File: config.mk
export PLATFORM = sky130hd
export DESIGN_NAME = mult_seq_responder
export DESIGN_NICKNAME = d
export VERILOG_FILES = /design/src/rtl/mult_pkg.sv /design/src/rtl/mult_shift_add_dp.sv /design/src/rtl/mult_seq_responder.sv
export SDC_FILE = /design/constraint.sdc
export NUM_CORES = 1
export LEC_CHECK = 0
export CAP_MARGIN = 25
export CORE_MARGIN = 5
export CORE_UTILIZATION = 55
export CTS_CLUSTER_SIZE = 20
export DETAILED_ROUTE_END_ITERATION = 10
export PLACE_DENSITY = 0.75
export SYNTH_ARGS = -nofsm -noshare
export SYNTH_HDL_FRONTEND = slang
export SYNTH_SLANG_ARGS = --single-unit
File: constraint.sdc
create_clock -name clk -period 3.8 [get_ports clk]
set_clock_uncertainty 0.2 [all_clocks]
set_input_delay 0.38 -clock clk [delete_from_list [all_inputs] [get_ports clk]]
set_output_delay 0.38 -clock clk [all_outputs]
set_load 0.05 [all_outputs]
File: src/rtl/mult_pkg.sv
// rtl/mult_pkg.sv - shared types and helpers for the sequential multiplier
package mult_pkg;

  localparam int WIDTH_DEFAULT = 16;
  localparam int PARITY_MAX_W  = 64;

  typedef enum logic [1:0] {IDLE, CALC, DONE} mult_state_t;

  // Zero-extension does not change an XOR reduction, so one wide argument serves every width.
  function automatic logic parity(input logic [PARITY_MAX_W-1:0] v);
    return ^v;
  endfunction

endpackage

File: src/rtl/mult_shift_add_dp.sv
// rtl/mult_shift_add_dp.sv - unsigned shift-add datapath over operand magnitudes
module mult_shift_add_dp
  import mult_pkg::*;
#(
  parameter int WIDTH = WIDTH_DEFAULT
) (
  input  logic               clk,
  input  logic               rst_n,
  input  logic               load,
  input  logic               step,
  input  logic [WIDTH:0]     a_mag,
  input  logic [WIDTH:0]     b_mag,
  output logic               last,
  output logic [2*WIDTH-1:0] product
);

  localparam int CNT_W = $clog2(WIDTH);

  logic [2*WIDTH-1:0] mcand_q, mcand_d;
  logic [WIDTH:0]     mplier_q, mplier_d;
  logic [2*WIDTH-1:0] acc_q, acc_d;
  logic [CNT_W-1:0]   cnt_q, cnt_d;

  always_comb begin
    mcand_d  = mcand_q;
    mplier_d = mplier_q;
    acc_d    = acc_q;
    cnt_d    = cnt_q;
    if (load) begin
      mcand_d  = (2*WIDTH)'(a_mag);
      mplier_d = b_mag;
      acc_d    = '0;
      cnt_d    = '0;
    end else if (step) begin
      if (mplier_q[0]) begin
        acc_d = acc_q + mcand_q;
      end
      mcand_d  = {mcand_q[2*WIDTH-2:0], 1'b0};
      mplier_d = mplier_q >> 1;
      cnt_d    = cnt_q + CNT_W'(1);
    end
  end

  always_ff @(posedge clk or negedge rst_n) begin
    if (!rst_n) begin
      mcand_q  <= '0;
      mplier_q <= '0;
      acc_q    <= '0;
      cnt_q    <= '0;
    end else begin
      mcand_q  <= mcand_d;
      mplier_q <= mplier_d;
      acc_q    <= acc_d;
      cnt_q    <= cnt_d;
    end
  end

  assign last    = (cnt_q == CNT_W'(WIDTH-1));
  assign product = acc_q;

endmodule

File: src/rtl/mult_seq_responder.sv
// rtl/mult_seq_responder.sv - req/ack responder: parity check, sequential signed multiply
module mult_seq_responder
  import mult_pkg::*;
#(
  parameter int WIDTH = WIDTH_DEFAULT
) (
  input  logic               clk,
  input  logic               rst_n,
  input  logic               req,
  input  logic [WIDTH-1:0]   arg_a,
  input  logic               arg_a_parity,
  input  logic [WIDTH-1:0]   arg_b,
  input  logic               arg_b_parity,
  output logic               ack,
  output logic [2*WIDTH-1:0] result,
  output logic               result_parity,
  output logic               result_rdy,
  output logic               arg_parity_error
);

  mult_state_t        state_q, state_d;
  logic               ack_q, ack_d;
  logic [2*WIDTH-1:0] result_q, result_d;
  logic               result_parity_q, result_parity_d;
  logic               result_rdy_q, result_rdy_d;
  logic               arg_parity_error_q, arg_parity_error_d;
  logic               sign_q, sign_d;
  logic               err_pend_q, err_pend_d;

  logic               dp_load, dp_step, dp_last;
  logic [2*WIDTH-1:0] dp_product;
  logic [WIDTH:0]     a_ext, b_ext, a_mag, b_mag;
  logic               args_ok;

  // One extra bit lets the magnitude of the most negative operand be represented.
  assign a_ext   = {arg_a[WIDTH-1], arg_a};
  assign b_ext   = {arg_b[WIDTH-1], arg_b};
  assign a_mag   = a_ext[WIDTH] ? -a_ext : a_ext;
  assign b_mag   = b_ext[WIDTH] ? -b_ext : b_ext;
  assign args_ok = (parity(PARITY_MAX_W'(arg_a)) == arg_a_parity) &&
                   (parity(PARITY_MAX_W'(arg_b)) == arg_b_parity);

  mult_shift_add_dp #(.WIDTH(WIDTH)) u_dp (
    .clk     (clk),
    .rst_n   (rst_n),
    .load    (dp_load),
    .step    (dp_step),
    .a_mag   (a_mag),
    .b_mag   (b_mag),
    .last    (dp_last),
    .product (dp_product)
  );

  always_comb begin
    state_d            = state_q;
    ack_d              = 1'b0;
    result_rdy_d       = 1'b0;
    result_d           = result_q;
    result_parity_d    = result_parity_q;
    arg_parity_error_d = arg_parity_error_q;
    sign_d             = sign_q;
    err_pend_d         = err_pend_q;
    dp_load            = 1'b0;
    dp_step            = 1'b0;
    case (state_q)
      IDLE: begin
        if (req) begin
          ack_d = 1'b1;
          if (args_ok) begin
            dp_load    = 1'b1;
            sign_d     = arg_a[WIDTH-1] ^ arg_b[WIDTH-1];
            err_pend_d = 1'b0;
            state_d    = CALC;
          end else begin
            err_pend_d = 1'b1;
            state_d    = DONE;
          end
        end
      end
      CALC: begin
        dp_step = 1'b1;
        if (dp_last) begin
          state_d = DONE;
        end
      end
      DONE: begin
        result_rdy_d = 1'b1;
        state_d      = IDLE;
        if (err_pend_q) begin
          result_d           = '0;
          result_parity_d    = 1'b0;
          arg_parity_error_d = 1'b1;
        end else begin
          result_d           = sign_q ? -dp_product : dp_product;
          result_parity_d    = parity(PARITY_MAX_W'(result_d));
          arg_parity_error_d = 1'b0;
        end
      end
      default: state_d = IDLE;
    endcase
  end

  always_ff @(posedge clk or negedge rst_n) begin
    if (!rst_n) begin
      state_q            <= IDLE;
      ack_q              <= 1'b0;
      result_q           <= '0;
      result_parity_q    <= 1'b0;
      result_rdy_q       <= 1'b0;
      arg_parity_error_q <= 1'b0;
      sign_q             <= 1'b0;
      err_pend_q         <= 1'b0;
    end else begin
      state_q            <= state_d;
      ack_q              <= ack_d;
      result_q           <= result_d;
      result_parity_q    <= result_parity_d;
      result_rdy_q       <= result_rdy_d;
      arg_parity_error_q <= arg_parity_error_d;
      sign_q             <= sign_d;
      err_pend_q         <= err_pend_d;
    end
  end

  assign ack              = ack_q;
  assign result           = result_q;
  assign result_parity    = result_parity_q;
  assign result_rdy       = result_rdy_q;
  assign arg_parity_error = arg_parity_error_q;

endmodule

; ---- After elaboration in Yosys (flattened, before gate mapping)
; Index checks and enable logic that the tools add are counted.
[word_totals]
ff_bits = 125
latch_bits = 0
ramBits = 0
rom_bits = 0
input_bits = 37
out_inout_bits = 36
word_cells = 63
n_memories = 0
[classes]
add_sub_neg = 5
n_mul = 0
n_div = 0
order_cmp = 0
eq_ne = 7
n_shift = 0
muxes = 27
bitwise = 1
reduce_logical = 11
[ops]
columns = op, count
row1 = 32-bit 2-to-1 mux, 7
row2 = 64-bit XOR reduction, 3
row3 = 17-bit 2-to-1 mux, 4
row4 = 17-bit negator, 2
row5 = 32-bit adder, 1
row6 = 32-bit negator, 1
row7 = 1-bit 2-to-1 mux, 10
row8 = 4-bit 2-to-1 mux, 2
row9 = 2-bit 2-to-1 mux, 3
row10 = 2-bit AND reduction, 3
row11 = 4-bit by 1-bit adder with 4-bit output (second input constant), 1
row12 = 4-bit == test (second input constant), 1
row13 = 2-bit != test (second input constant), 2
row14 = 2-bit case mux with 2 select lines, 1
row15 = 2-bit nonzero test, 2
row16 = 3-bit AND reduction, 1
row17 = 1-bit == test, 2
row18 = 2-bit by 1-bit == test with 1-bit output (second input constant), 1
row19 = 2-bit == test (second input constant), 1
row20 = 2-bit logical NOT, 1
row21 = 1-bit logical AND, 1
row22 = 1-bit XOR, 1

; ---- Logic depth before layout (Yosys ltp)
; Gate-level depths: netlist of the first run.
[depth]
ltp_word = 8
ltp_mapped = 13
depth_no_buf = 12

; ---- By module
; Synthesis of the first run repeated with hierarchy kept, for this count alone.
[hier_totals]
hier_cells = 959
hier_area_um2 = 8822.2
[by_module_without_submodules]
columns = mod, n_inst, cells_each, area_each_um2, seq_area_each_um2
row1 = mult_shift_add_dp, 1, 519, 5128.7, 2127.0
row2 = mult_seq_responder, 1, 440, 3693.5, 1001.0

; ---- Worst setup path after synthesis of the first run
; No wires, ideal clock.
[synth_path]
path_type = reg-to-reg
startpoint = register u_dp.acc_q[0], in the netlist u_dp.product[0]
endpoint = register result_parity_q, in the netlist result_parity
setup_time_ps = 76
arrival_time_ps = 3046
t_required_ps = 3524
path_slack_ps = 478
path_stages_with_launch = 14
path_buffers = 1
synth_period_minus_slack_ps = 3322
cell_sequence = dfrtp_1 > inv_1 > ha_1 > or4b_4 > buf_6 > or3_4 > o21a_1 > a31oi_2 > xnor2_1 > xnor2_1 > xnor2_1 > xnor2_1 > xnor3_1 > o21ai_1
[synth_via]
elab_chain_cells = 4
[synth_rtl]
columns = element, line
row1 = from (decl), mult_shift_add_dp.sv:21  ; logic [2*WIDTH-1:0] acc_q, acc_d;
row2 = from (signal assigned), mult_shift_add_dp.sv:48  ; acc_q <= '0;
row3 = from (signal assigned), mult_shift_add_dp.sv:53  ; acc_q <= acc_d;
row4 = 32-bit negator, mult_seq_responder.sv:94  ; result_d = sign_q ? -dp_product : dp_product;
row5 = 32-bit 2-to-1 mux (*), mult_seq_responder.sv:94
row6 = 64-bit XOR reduction (*), mult_pkg.sv:11  ; return ^v;
row7 = 1-bit 2-to-1 mux (*), mult_seq_responder.sv:89  ; if (err_pend_q) begin
row8 = to (signal assigned), mult_seq_responder.sv:117  ; result_parity_q <= result_parity_d;
row9 = to (decl), mult_seq_responder.sv:24  ; logic result_parity_q, result_parity_d;
; Mark *: on every way between the ends. The rest lies on a longest branch, timed or not.
; A chain may end at the register's enable or synchronous reset.

; ---- Worst setup path after layout of the first run
[layout_path]
startpoint = register u_dp.acc_q[1], in the netlist u_dp.product[1]
endpoint = register result_parity_q, in the netlist result_parity
; The elaborated chain is that of the path after synthesis.

==> impl_results.md, run 1 <==
- GRT Residual Overflow: 0
- Share of cells above drive strength 1: 6.035%
- Req. time, crit path: a little under 4 ns
- Post-Syn Area per Cell: around 8.5 um^2
- Switching power share of the total: 44.19%
- Final cell count without fillers: 1288
- Metal3 WL: 1.042 mm
- Die Y: about 130 um
- Combined area of all synthesized cells: 8558 um^2
- Dominant synthesized flop cell: sky130_fd_sc_hd__dfrtp_1
- Worst Max-Slew Pin Slew: 0.8018 ns
- Final hold vios: 0
- Post-synthesis cell type with the largest combined area: sky130_fd_sc_hd__dfrtp_1
- I/O pin total: 73
- Setup repair after global routing missed its margin: no
- Share of flip-flops with an asynchronous set or reset after synthesis: 100.0%
- Setup crit end kind: flip-flop
- Yosys top cell area share: 36.55%
- Net load switching power: 4.205 mW
- Instance count after placement with tap cells included: between 1000 and 1500
- Pleak: roughly 4.6 nW
- Synthesized instance count: roughly 1000
- Min cycle time layout: 3.530 ns
- Initial antenna violation count: 0
- Pin count of the biggest net entering global routing: 64
- Vias post-DR: about 7100
- Clock transition at the registers of the reported paths: 0.06 ns
- Worst endpoint data arrival time: 3.67 ns
- Aggregate global-route resource usage: 21.39%
- Power Density: between 900 and 1000 nW/um^2
- Count of state elements after synthesis: approximately 130
- Critical-path maximum fanout: 7
- Drt total wl: approximately 19 mm
- Overall power: 9.516 mW
- GP Congestion: 0.9172
- Placement Cell Area: between 9000 and 10000 um^2
- Flop pwr share: 25.6%
- Post-detailed-route count of antenna-violating nets: 0
- Filler Cell Count: 1312
- Path class of the lowest-slack min-delay path: reg2reg
- Leading cell types in the layout, fill and taps excluded: 179 x sky130_fd_sc_hd__nand2_1, 125 x sky130_fd_sc_hd__dfrtp_1, 91 x sky130_fd_sc_hd__xnor2_1
- N_diodes: 0
- Starting utilization of the core area: between 50% and 60%
- Net count after synthesis: 1092
- Root Buffer: sky130_fd_sc_hd__clkbuf_16
- Number of nets in the layout: 1152
- Detailed-route vias per instance: 5.532
- Leading cell type in the layout, fill and taps excluded: sky130_fd_sc_hd__nand2_1
- Max-capacitance violation count: 0
- Met1 layer wirelength in the final routing: around 9 mm
- Kind of start point of the critical path: flip-flop
- Run status: complete, no violations
- DRC violation count after routing: 0
- Die width: 134.7 um
- EDFF count, synth: 0
- Critical path start-end classification: reg2reg
- Maximum clock path buffer count: 2
- Maximum resistive drop on vdd: 551.2 uV
- Average wire per cell in the routed design: between 10 and 15 um
- HPWL after detailed placement: 13.87 mm
- Rel. slew slack: 46.55%
- Uppermost signal routing layer after detailed routing: met4
- Cts bufs inserted: 17
- Vias in the first global route: 6628
- Reg2reg path depth: 13
- Area added between synthesis and finish: 17.91%
- Count of pins over their slew limit: 0
- Number of library cell types mapped by synthesis: 60
- Part of the power in combinational logic: around 59%
- Row cnt: 45
- Sequential element share of the synthesized area: 36.55%
- Global-route wire length before repair: 31.90 mm
- Total of endpoints with negative setup slack in the final report: 0
- Clk network pwr share: 15.9%
- Warning count from the yosys run: 0
- Die Area: 18150 um^2
- Final clock period utilization by the worst path: 92.90%
- Post CTS Setup Buffer Count: 0
- Number of detailed-route iterations in the first pass: 6
- Finished layout cell area: slightly above 10000 um^2
- Clk sink count: between 100 and 150
- Wire length on met2: 8.605 mm
- Achievable clock frequency: 283.3 MHz
- Leading cell types by total area after synthesis: sky130_fd_sc_hd__dfrtp_1 37%, sky130_fd_sc_hd__xnor2_1 9.3%, sky130_fd_sc_hd__nand2_1 7.9%
- Clock latency of the later-clocked register in the worst-skew pair: 0.42 ns
- Area of the placeable core: 15260 um^2
- Cells on Worst Hold Path: 2
- TritonCTS clock tree: built
- Number of design-rule violations left by the first detailed-router iteration: 597
- Setup Total Neg Slack: 0 ns
- Port bufs: 72
- Power Internal: 5.311 mW
- CTS H-tree lvls: 4
## metrics by stage
step	utilization (%)	hold WS (ns)	setup slack, ns
floorplan	-	-0.1156	0.4777
global placement	62.29	0.2526	0.2969
detailed placement	62.29	0.2633	0.2565
CTS	66.04	0.2774	0.2804
global route	66.13	0.2988	0.07415
finish	66.13	0.2739	0.2697
## power by group through the flow
stage	Combinational (mW)	Clock [mW]	Sequential, mW
4_1_cts	5.57	1.54	2.42
2_1_floorplan	4.02	0	2.72
3_3_place_gp	5.44	0	2.42
3_5_place_dp	5.53	0	2.44
6_report	5.57	1.51	2.43
5_1_grt	6.10	1.60	2.52
## metal layers
layer,global-route usage (%),vias to the layer above
li1,-,3584
met1,29.17,3314
met2,35.05,201
met3,3.428,26
met4,6.844,0
met5,0,-
## registers in the layout (all words and copies together) (netlist names)
register	cells
result_rdy	1
arg_parity_error	1
u_dp.product	32
sign_q	1
u_dp.mcand_q	32
err_pend_q	1
ack	1
u_dp.cnt_q	4
u_dp.mplier_q	17
result	32
state_q	2
result_parity	1
## cell families (layout without fill, tap and decap cells)
kind of cell    count (synthesis)  after routing  synth area share [%]
simple gates                  323            323                 17.18
compound gates                242            242                 17.15
xor+xnor                      134            134                 13.87
flops                         125            125                 36.55
buf+inv                       105            177                 4.795
fa+ha+maj                      50             50                 7.398
mux                            26             26                 3.056
## cell type report
type / count / area, um^2 / share of cell area [%]
Clock buffer: 21 / 470.5 / 4.662
Clock inverter: 10 / 91.34 / 0.9051
Inverter: 51 / 191.4 / 1.897
Multi-Input combinational cell: 775 / 5032 / 49.87
Sequential cell: 125 / 3128 / 31.00
Tap cell: 211 / 264.0 / 2.616
Timing Repair Buffer: 95 / 913.4 / 9.051
## synthesized netlist by cell type, drive strengths merged (2+ instances only)
master	n
nand2	179
o21a	3
a21o	22
buf	6
a21oi	59
nand3	12
a31oi	3
nor2b	3
a221o	2
o311ai	3
nor2	48
xnor2	91
nor3	10
clkbuf	48
dfrtp	125
or3	18
nand2b	9
o22ai	24
or4	5
mux2i	25
a211oi	7
o41ai	2
a22oi	6
and3	7
nor4	7
o21bai	6
o31ai	13
nor3b	5
and2	5
xor2	42
nand4	8
o21ai	81
ha	49
o31a	3
a41oi	2
inv	51
## worst max-delay path, cell delays in order, from the launching register on
cell and delay [ns]:
sky130_fd_sc_hd__dfrtp_1 0.44, sky130_fd_sc_hd__inv_1 0.13, sky130_fd_sc_hd__ha_1 0.27, sky130_fd_sc_hd__or4b_4 0.55
sky130_fd_sc_hd__nor4_1 0.35, sky130_fd_sc_hd__buf_4 0.19, sky130_fd_sc_hd__nor2_1 0.05, sky130_fd_sc_hd__xnor2_1 0.23
sky130_fd_sc_hd__o31ai_1 0.14, sky130_fd_sc_hd__xor2_1 0.17, sky130_fd_sc_hd__xnor2_1 0.25, sky130_fd_sc_hd__xnor2_1 0.15
sky130_fd_sc_hd__xnor3_1 0.22, sky130_fd_sc_hd__o21ai_1 0.12
## final timing paths
check                                 from            end  slack, ns
setup / recovery           u_dp.product[1]  result_parity       0.27
hold / removal                  result[22]     result[22]       0.27
setup reg to reg           u_dp.product[1]  result_parity       0.27
hold reg to reg                 result[22]     result[22]       0.27
max in group asynchronous            rst_n            ack       2.19
min in group asynchronous            rst_n      result[3]       0.40
## timing repair
action,CTS,global route
hold buffers,1,0
hold endpoints to repair,62,0
gates resized for setup,0,1
endpoints found under the setup margin,0,1
(Power assumes the default switching activity.)
==> run 2: changes to the inputs <==
--- a/config.mk
+++ b/config.mk
@@ -10,6 +10,7 @@
 export CORE_UTILIZATION = 55
 export CTS_CLUSTER_SIZE = 20
 export DETAILED_ROUTE_END_ITERATION = 10
+export GPL_TIMING_DRIVEN = 0
 export PLACE_DENSITY = 0.75
 export SYNTH_ARGS = -nofsm -noshare
 export SYNTH_HDL_FRONTEND = slang
==> constraint.sdc (replaced) <==
create_clock -name clk -period 4 [get_ports clk]
set_clock_uncertainty 0.2 [all_clocks]
set_input_delay 0.4 -clock clk [delete_from_list [all_inputs] [get_ports clk]]
set_output_delay 0.4 -clock clk [all_outputs]
set_load 0.05 [all_outputs]
==> run 2 against run 1 <==
  * Final cell count rose by 2.6%
  * Critical path depth shrank 1
  * Flip-flop and latch count unchanged
  * Critical endpoint unchanged
  * Sequential share of layout area shrank 0.60 points
  * Core utilization is 1.3 points higher
  * Die area unchanged
  * Highest routed layer unchanged
  * Critical path type unchanged
  * Count of clock-buffer cells in the layout increased by 1
  * Design area increased by 2.0%
  * Worst hold slack worse by 0.0023 ns
  * Register-to-register slack got worse by 0.04 ns
  * Sequential power fell by 7%
==> impl_results.md, run 2 (same netlist as run 1, synthesis figures left out) <==
- Run status: complete, no violations
- Row cnt: 45 (unchanged)
- Setup repair after global routing missed its margin: no
- Post-route worst hold slack: 0.2716 ns (-0.002321 ns)
- Instance count after placement with tap cells included: 1289 (+2.7%)
- Maximum clock path buffer count: 2 (unchanged)
- Drt total wl: 20.86 mm (+11%)
- Final clock period utilization by the worst path: 94.32% (+1.4 points)
- GRT Residual Overflow: 0 (unchanged)
- Worst reg2reg path startpoint: u_dp.product[0]
- Setup Total Neg Slack: 0 ns (unchanged)
- Worst Max-Slew Pin Slew: 0.7343 ns (-0.06744 ns)
- Clock latency of the later-clocked register in the worst-skew pair: 0.43 ns (about the same)
- Final core occ: 67.44% (+1.3 points)
- Rel. slew slack: 51.04% (+4.5 points)
- HPWL after detailed placement: 15.92 mm (+15%)
- Number of design-rule violations left by the first detailed-router iteration: 430 (-28%)
- Share of cells above drive strength 1: 4.410% (-1.6 points)
- Pleak: 4.674 nW (+1.2%)
- Critical path start-end classification: reg2reg
- Critical-path maximum fanout: 7 (unchanged)
- Area of the placeable core: 15260 um^2 (unchanged)
- Vias post-DR: 7335 (+2.9%)
- Starting utilization of the core area: 56.09% (unchanged)
- Final hold vios: 0 (unchanged)
- Path class of the lowest-slack min-delay path: in2async
- Worst endpoint data arrival time: 3.93 ns (+0.26 ns)
- Kind of start point of the critical path: flip-flop
- Power Density: 931.3 nW/um^2 (-1.2%)
- Initial antenna violation count: 0 (unchanged)
- Port bufs: 72 (unchanged)
- Achievable clock frequency: 265.1 MHz (-6.4%)
- Average wire per cell in the routed design: 15.78 um (+8.2%)
- N_diodes: 0 (unchanged)
- Cts bufs inserted: 17 (unchanged)
- Global-route wire length before repair: 34.72 mm (+8.8%)
- Part of the power in combinational logic: 57.6% (-0.9 points)
- Aggregate global-route resource usage: 23.81% (+2.4 points)
- Detailed-route vias per instance: 5.548 (+0.30%)
- Setup crit end kind: flip-flop
- Leading cell type in the layout, fill and taps excluded: sky130_fd_sc_hd__nand2_1
- Worst setup path startpoint: u_dp.product[0]
- Net load switching power: 4.180 mW (-0.60%)
- Number of detailed-route iterations in the first pass: 5 (-1)
- TritonCTS clock tree: built
- Die Area: 18150 um^2 (unchanged)
- Min cycle time layout: 3.773 ns (+0.2424 ns)
- Die width: 134.7 um (unchanged)
- Pin count of the biggest net entering global routing: 78 (+22%)
- Number of nets in the layout: 1185 (+2.9%)
- Overall power: 9.583 mW (+0.70%)
- Power Internal: 5.403 mW (+1.7%)
- Leading cell types in the layout, fill and taps excluded: 179 x sky130_fd_sc_hd__nand2_1, 125 x sky130_fd_sc_hd__dfrtp_1, 91 x sky130_fd_sc_hd__xnor2_1
- Area added between synthesis and finish: 20.23%
- CTS H-tree lvls: 4 (unchanged)
- Die Y: 134.7 um (unchanged)
- GP Congestion: 0.9639 (+5.1%)
- Clk network pwr share: 18.9% (+3.0 points)
- Switching power share of the total: 43.62% (-0.57 points)
- Vias in the first global route: 7079 (+6.8%)
- Max-capacitance violation count: 0 (unchanged)
- I/O pin total: 73 (unchanged)
- Post CTS Setup Buffer Count: 0 (unchanged)
- Clk sink count: 125 (unchanged)
- Req. time, crit path: 4.15 ns (+0.21 ns)
- Total of endpoints with negative setup slack in the final report: 0 (unchanged)
- Post-detailed-route count of antenna-violating nets: 0 (unchanged)
- Root Buffer: sky130_fd_sc_hd__clkbuf_16
- Count of pins over their slew limit: 0 (unchanged)
- Flop pwr share: 23.5% (-2.1 points)
- Final cell count without fillers: 1322 (+2.6%)
- DRC violation count after routing: 0 (unchanged)
- Clock transition at the registers of the reported paths: 0.06 ns (about the same)
- Maximum resistive drop on vdd: 666.7 uV (+21%)
==> run 2: cell count changes in the layout (fill, tap and decap cells not counted), sizes merged <==
cell / before / now
clkinv: 4 / 3
bufinv: 1 / 6
clkinvlp: 5 / 1
clkbuf: 21 / 70
buf: 23 / 8
==> run 2: worst max-delay path: stages (launching register included) <==
cell	delay [ns]
sky130_fd_sc_hd__dfrtp_1	0.41
sky130_fd_sc_hd__inv_1	0.23
sky130_fd_sc_hd__ha_1	0.30
sky130_fd_sc_hd__or4b_4	0.48
sky130_fd_sc_hd__buf_6	0.15
sky130_fd_sc_hd__nor4_2	0.43
sky130_fd_sc_hd__nand4_1	0.23
sky130_fd_sc_hd__o21ai_0	0.28
sky130_fd_sc_hd__xor2_1	0.27
sky130_fd_sc_hd__xnor2_1	0.18
sky130_fd_sc_hd__xnor2_1	0.16
sky130_fd_sc_hd__xnor3_1	0.24
sky130_fd_sc_hd__o21ai_1	0.12
==> run 2: routing by layer <==
metal  vias up  track usage [%]  share of wire [%]
met2       216            39.80                 48
met3        44            4.322                5.6
met1      3412            30.41                 43
met5         -                0                  0
li1       3663                -                  -
met4         0            10.12                3.2
==> run 2: path summary, 6_finish.rpt <==
path | end | slack (ns) | cells past startpoint
min reg2reg | u_dp.mplier_q[9] | 0.27 | 2
max | result_parity | 0.23 | 12
min | result[3] | 0.27 | 2
max reg2reg | result_parity | 0.23 | 12
min in group clk | u_dp.mplier_q[9] | 0.27 | 2
max in group asynchronous | u_dp.mcand_q[22] | 2.60 | 3
==> run 2: area by class of cell <==
cell class | count | area (um^2)
Clock buffer | 22 | 494.2
Clock inverter | 10 | 206.4
Buffer | 54 | 220.2
Inverter | 51 | 191.4
Fill cell | 1267 | 4969
Timing Repair Buffer | 74 | 759.5
Multi-Input combinational cell | 775 | 5026
Sequential cell | 125 | 3128
Tap cell | 211 | 264.0
==> run 2: power groups by stage <==
| stage | Sequential (mW) | Combinational (mW) | Clock, mW |
|---|---|---|---|
| after floorplan | 2.58 | 3.82 | 0 |
| after global placement | 2.24 | 5.35 | 0 |
| after detailed placement | 2.26 | 5.46 | 0 |
| after CTS | 2.25 | 5.53 | 1.82 |
| after global routing | 2.32 | 6.08 | 1.88 |
| final | 2.25 | 5.52 | 1.81 |
==> run 2: timing repair <==
action	in CTS	in global routing
hold buffers	1	0
endpoints found under the hold margin	48	0
endpoints found under the setup margin	0	10
gates resized for setup	0	3
==> run 2: through the flow <==
stage	setup slack [ns]	instance area, um^2
after floorplan	0.6777	8558
after global placement	-2.540	9543
after detailed placement	-0.3272	9572
after CTS	0.01450	10280
after global routing	0.007921	10290
final	0.2273	10290
==> run 3: changes to the inputs <==
--- a/config.mk
+++ b/config.mk
@@ -5,13 +5,15 @@
 export SDC_FILE = /design/constraint.sdc
 export NUM_CORES = 1
 export LEC_CHECK = 0
+export ABC_CLOCK_PERIOD_IN_PS = 4000
 export CAP_MARGIN = 25
 export CORE_MARGIN = 5
-export CORE_UTILIZATION = 55
+export CORE_UTILIZATION = 35
+export CTS_BUF_LIST = sky130_fd_sc_hd__clkbuf_2 sky130_fd_sc_hd__clkbuf_4 sky130_fd_sc_hd__clkbuf_8
 export CTS_CLUSTER_SIZE = 20
 export DETAILED_ROUTE_END_ITERATION = 10
 export GPL_TIMING_DRIVEN = 0
-export PLACE_DENSITY = 0.75
+export PLACE_DENSITY = 0.52
 export SYNTH_ARGS = -nofsm -noshare
 export SYNTH_HDL_FRONTEND = slang
 export SYNTH_SLANG_ARGS = --single-unit
==> run 3 against run 2 <==
  * Global-route usage fell by 7.3 points
  * Design area shrank 1.5%
  * Die area is 52% higher
  * Critical path depth is 1 higher
  * Final cell count increased by 8.5%
  * Sequential share of layout area rose by 0.47 points
  * Flip-flop and latch count unchanged
  * Core utilization down 26 points
==> impl_results.md, run 3 (same netlist as run 1, synthesis figures left out) <==
- Total of endpoints with negative setup slack in the final report: 0 (unchanged)
- Instance count after placement with tap cells included: 1402 (+8.8%)
- Run status: complete, no violations
- Rel. slew slack: 49.77% (-1.3 points)
- Vias post-DR: 7061 (-3.7%)
- Starting utilization of the core area: 35.40% (-21 points)
- Count of pins over their slew limit: 0 (unchanged)
- I/O pin total: 73 (unchanged)
- Clock latency of the later-clocked register in the worst-skew pair: 0.44 ns (about the same)
- Global-route wire length before repair: 37.53 mm (+8.1%)
- Die Area: 27680 um^2 (+52%)
- Detailed-route vias per instance: 4.921 (-11%)
- Critical-path maximum fanout: 7 (unchanged)
- Average wire per cell in the routed design: 15.67 um (-0.71%)
- Die Y: 166.4 um (+23%)
- Worst setup path startpoint: u_dp.product[0]
- CTS H-tree lvls: 4 (unchanged)
- Min cycle time layout: 3.748 ns (-0.02479 ns)
- Aggregate global-route resource usage: 16.55% (-7.3 points)
- Final clock period utilization by the worst path: 93.70% (-0.62 points)
- Number of design-rule violations left by the first detailed-router iteration: 421 (-2.1%)
- Number of detailed-route iterations in the first pass: 4 (-1)
- GP Congestion: 0.8478 (-12%)
- Initial antenna violation count: 0 (unchanged)
- Power Density: 875.6 nW/um^2 (-6.0%)
- Switching power share of the total: 46.33% (+2.7 points)
- Req. time, crit path: 4.16 ns (about the same)
- Critical path start-end classification: reg2reg
- Max-capacitance violation count: 0 (unchanged)
- Net load switching power: 4.112 mW (-1.6%)
- N_diodes: 0 (unchanged)
- Filler Cell Count: 2500 (+97%)
- Achievable clock frequency: 266.8 MHz (+0.66%)
- Cts bufs inserted: 17 (unchanged)
- Final cell count without fillers: 1435 (+8.5%)
- Worst reg2reg path startpoint: u_dp.product[0]
- Leading cell types in the layout, fill and taps excluded: 179 x sky130_fd_sc_hd__nand2_1, 125 x sky130_fd_sc_hd__dfrtp_1, 91 x sky130_fd_sc_hd__xnor2_1
- Row cnt: 57 (+27%)
- Flop pwr share: 25.4% (+1.9 points)
- Share of cells above drive strength 1: 4.410% (unchanged)
- Setup crit end kind: flip-flop
- R2r endpoint: result_parity
- Number of nets in the layout: 1185 (unchanged)
- HPWL after detailed placement: 17.51 mm (+10%)
- Setup repair after global routing missed its margin: no
- Area added between synthesis and finish: 18.42%
- Clock transition at the registers of the reported paths: 0.08 ns (+0.02 ns)
- Port bufs: 72 (unchanged)
- Path class of the lowest-slack min-delay path: in2async
- Maximum clock path buffer count: 2 (unchanged)
- Die width: 166.4 um (+23%)
- Clk network pwr share: 12.8% (-6.1 points)
- Post-detailed-route count of antenna-violating nets: 0 (unchanged)
- Pleak: 4.529 nW (-3.1%)
- Area of the placeable core: 24180 um^2 (+58%)
- Final hold vios: 0 (unchanged)
- GRT Residual Overflow: 0 (unchanged)
- Maximum resistive drop on vdd: 805.8 uV (+21%)
- Vias in the first global route: 7098 (+0.27%)
- Root Buffer: sky130_fd_sc_hd__clkbuf_8
- Worst endpoint data arrival time: 3.91 ns (-0.02 ns)
- Leading cell type in the layout, fill and taps excluded: sky130_fd_sc_hd__nand2_1
- Part of the power in combinational logic: 61.8% (+4.2 points)
- DRC violation count after routing: 0 (unchanged)
- Setup slack, reg-to-reg: 0.25 ns (+0.02 ns)
- Clk sink count: 125 (unchanged)
- CP Capture Point: result_parity
- Pin count of the biggest net entering global routing: 77 (-1.3%)
- Power Internal: 4.762 mW (-12%)
- Final core occ: 41.92% (-26 points)
- Reg2reg path depth: 13 (+1)
- Drt total wl: 22.48 mm (+7.8%)
- Worst Max-Slew Pin Slew: 0.7534 ns (+0.01908 ns)
- TritonCTS clock tree: built
- Kind of start point of the critical path: flip-flop
- Post CTS Setup Buffer Count: 0 (unchanged)
==> run 3: timing repair <==
| action | in CTS | in global routing |
|---|---|---|
| endpoints found under the setup margin | 0 | 21 |
| hold buffers | 1 | 0 |
| gates resized for setup | 0 | 3 |
| endpoints found under the hold margin | 49 | 0 |
==> run 3: layout make-up <==
class                   count  area [um^2]  share of cell area (%)
inverters                  51        191.4                   1.889
plain buffers              54        220.2                   2.173
flip-flops and latches    125         3128                   30.86
multi-input cells         775         5026                   49.59
well taps                 324        405.4                   4.000
clock inverters            10        113.9                   1.123
repair buffers             74        759.5                   7.494
clock buffers              22        290.3                   2.864
==> run 3: how the worst min path moves through the flow <==
stage	slack, ns	start	end
CTS	0.25	rst_n	result[6]
finish	0.26	rst_n	result[6]
global route	0.30	rst_n	result[6]
global placement	0.25	u_dp.mplier_q[10]	u_dp.mplier_q[9]
detailed placement	0.18	rst_n	result[6]
floorplan	-0.1	rst_n	ack
==> run 3: worst max-delay path: stages, from the launching register on <==
cell and delay, ns:
sky130_fd_sc_hd__dfrtp_1 0.42, sky130_fd_sc_hd__inv_1 0.23, sky130_fd_sc_hd__ha_1 0.31, sky130_fd_sc_hd__or4b_4 0.49, sky130_fd_sc_hd__buf_6 0.15, sky130_fd_sc_hd__nor4_2 0.45
sky130_fd_sc_hd__nor2_1 0.10, sky130_fd_sc_hd__xnor2_1 0.27, sky130_fd_sc_hd__o31ai_1 0.13, sky130_fd_sc_hd__xor2_1 0.16, sky130_fd_sc_hd__xnor2_1 0.26, sky130_fd_sc_hd__xnor2_1 0.16
sky130_fd_sc_hd__xnor3_1 0.24, sky130_fd_sc_hd__o21ai_1 0.12
==> run 3: power groups by stage <==
stage / combinational [mW] / sequential (mW) / clock (mW)
CTS: 5.53 / 2.26 / 1.17
global placement: 5.47 / 2.27 / 0
detailed placement: 5.50 / 2.28 / 0
floorplan: 3.82 / 2.58 / 0
finish: 5.49 / 2.25 / 1.14
global route: 6.07 / 2.33 / 1.23
==> run 3: per-layer routing <==
layer	vias up	share of wire (%)	global-route usage [%]
met2	124	45	26.74
li1	3661	-	-
met3	12	4.4	2.642
met5	-	0	0
met1	3264	49	22.92
met4	0	1.1	5.052
==> run 3: stage by stage <==
step                      setup TNS [ns]  power [mW]  instance area (um^2)  hold slack, ns  setup WS, ns
after global routing                   0       9.632                 10130          0.2961       0.01934
after CTS                              0       8.963                 10130          0.2548       0.01218
after detailed placement          -11.11       7.778                  9713          0.1819       -0.4834
final                                  0       8.874                 10130          0.2650        0.2521
after global placement           -369.31       7.736                  9684          0.2536        -2.896
after floorplan                        0       6.398                  8558        -0.09559        0.6777
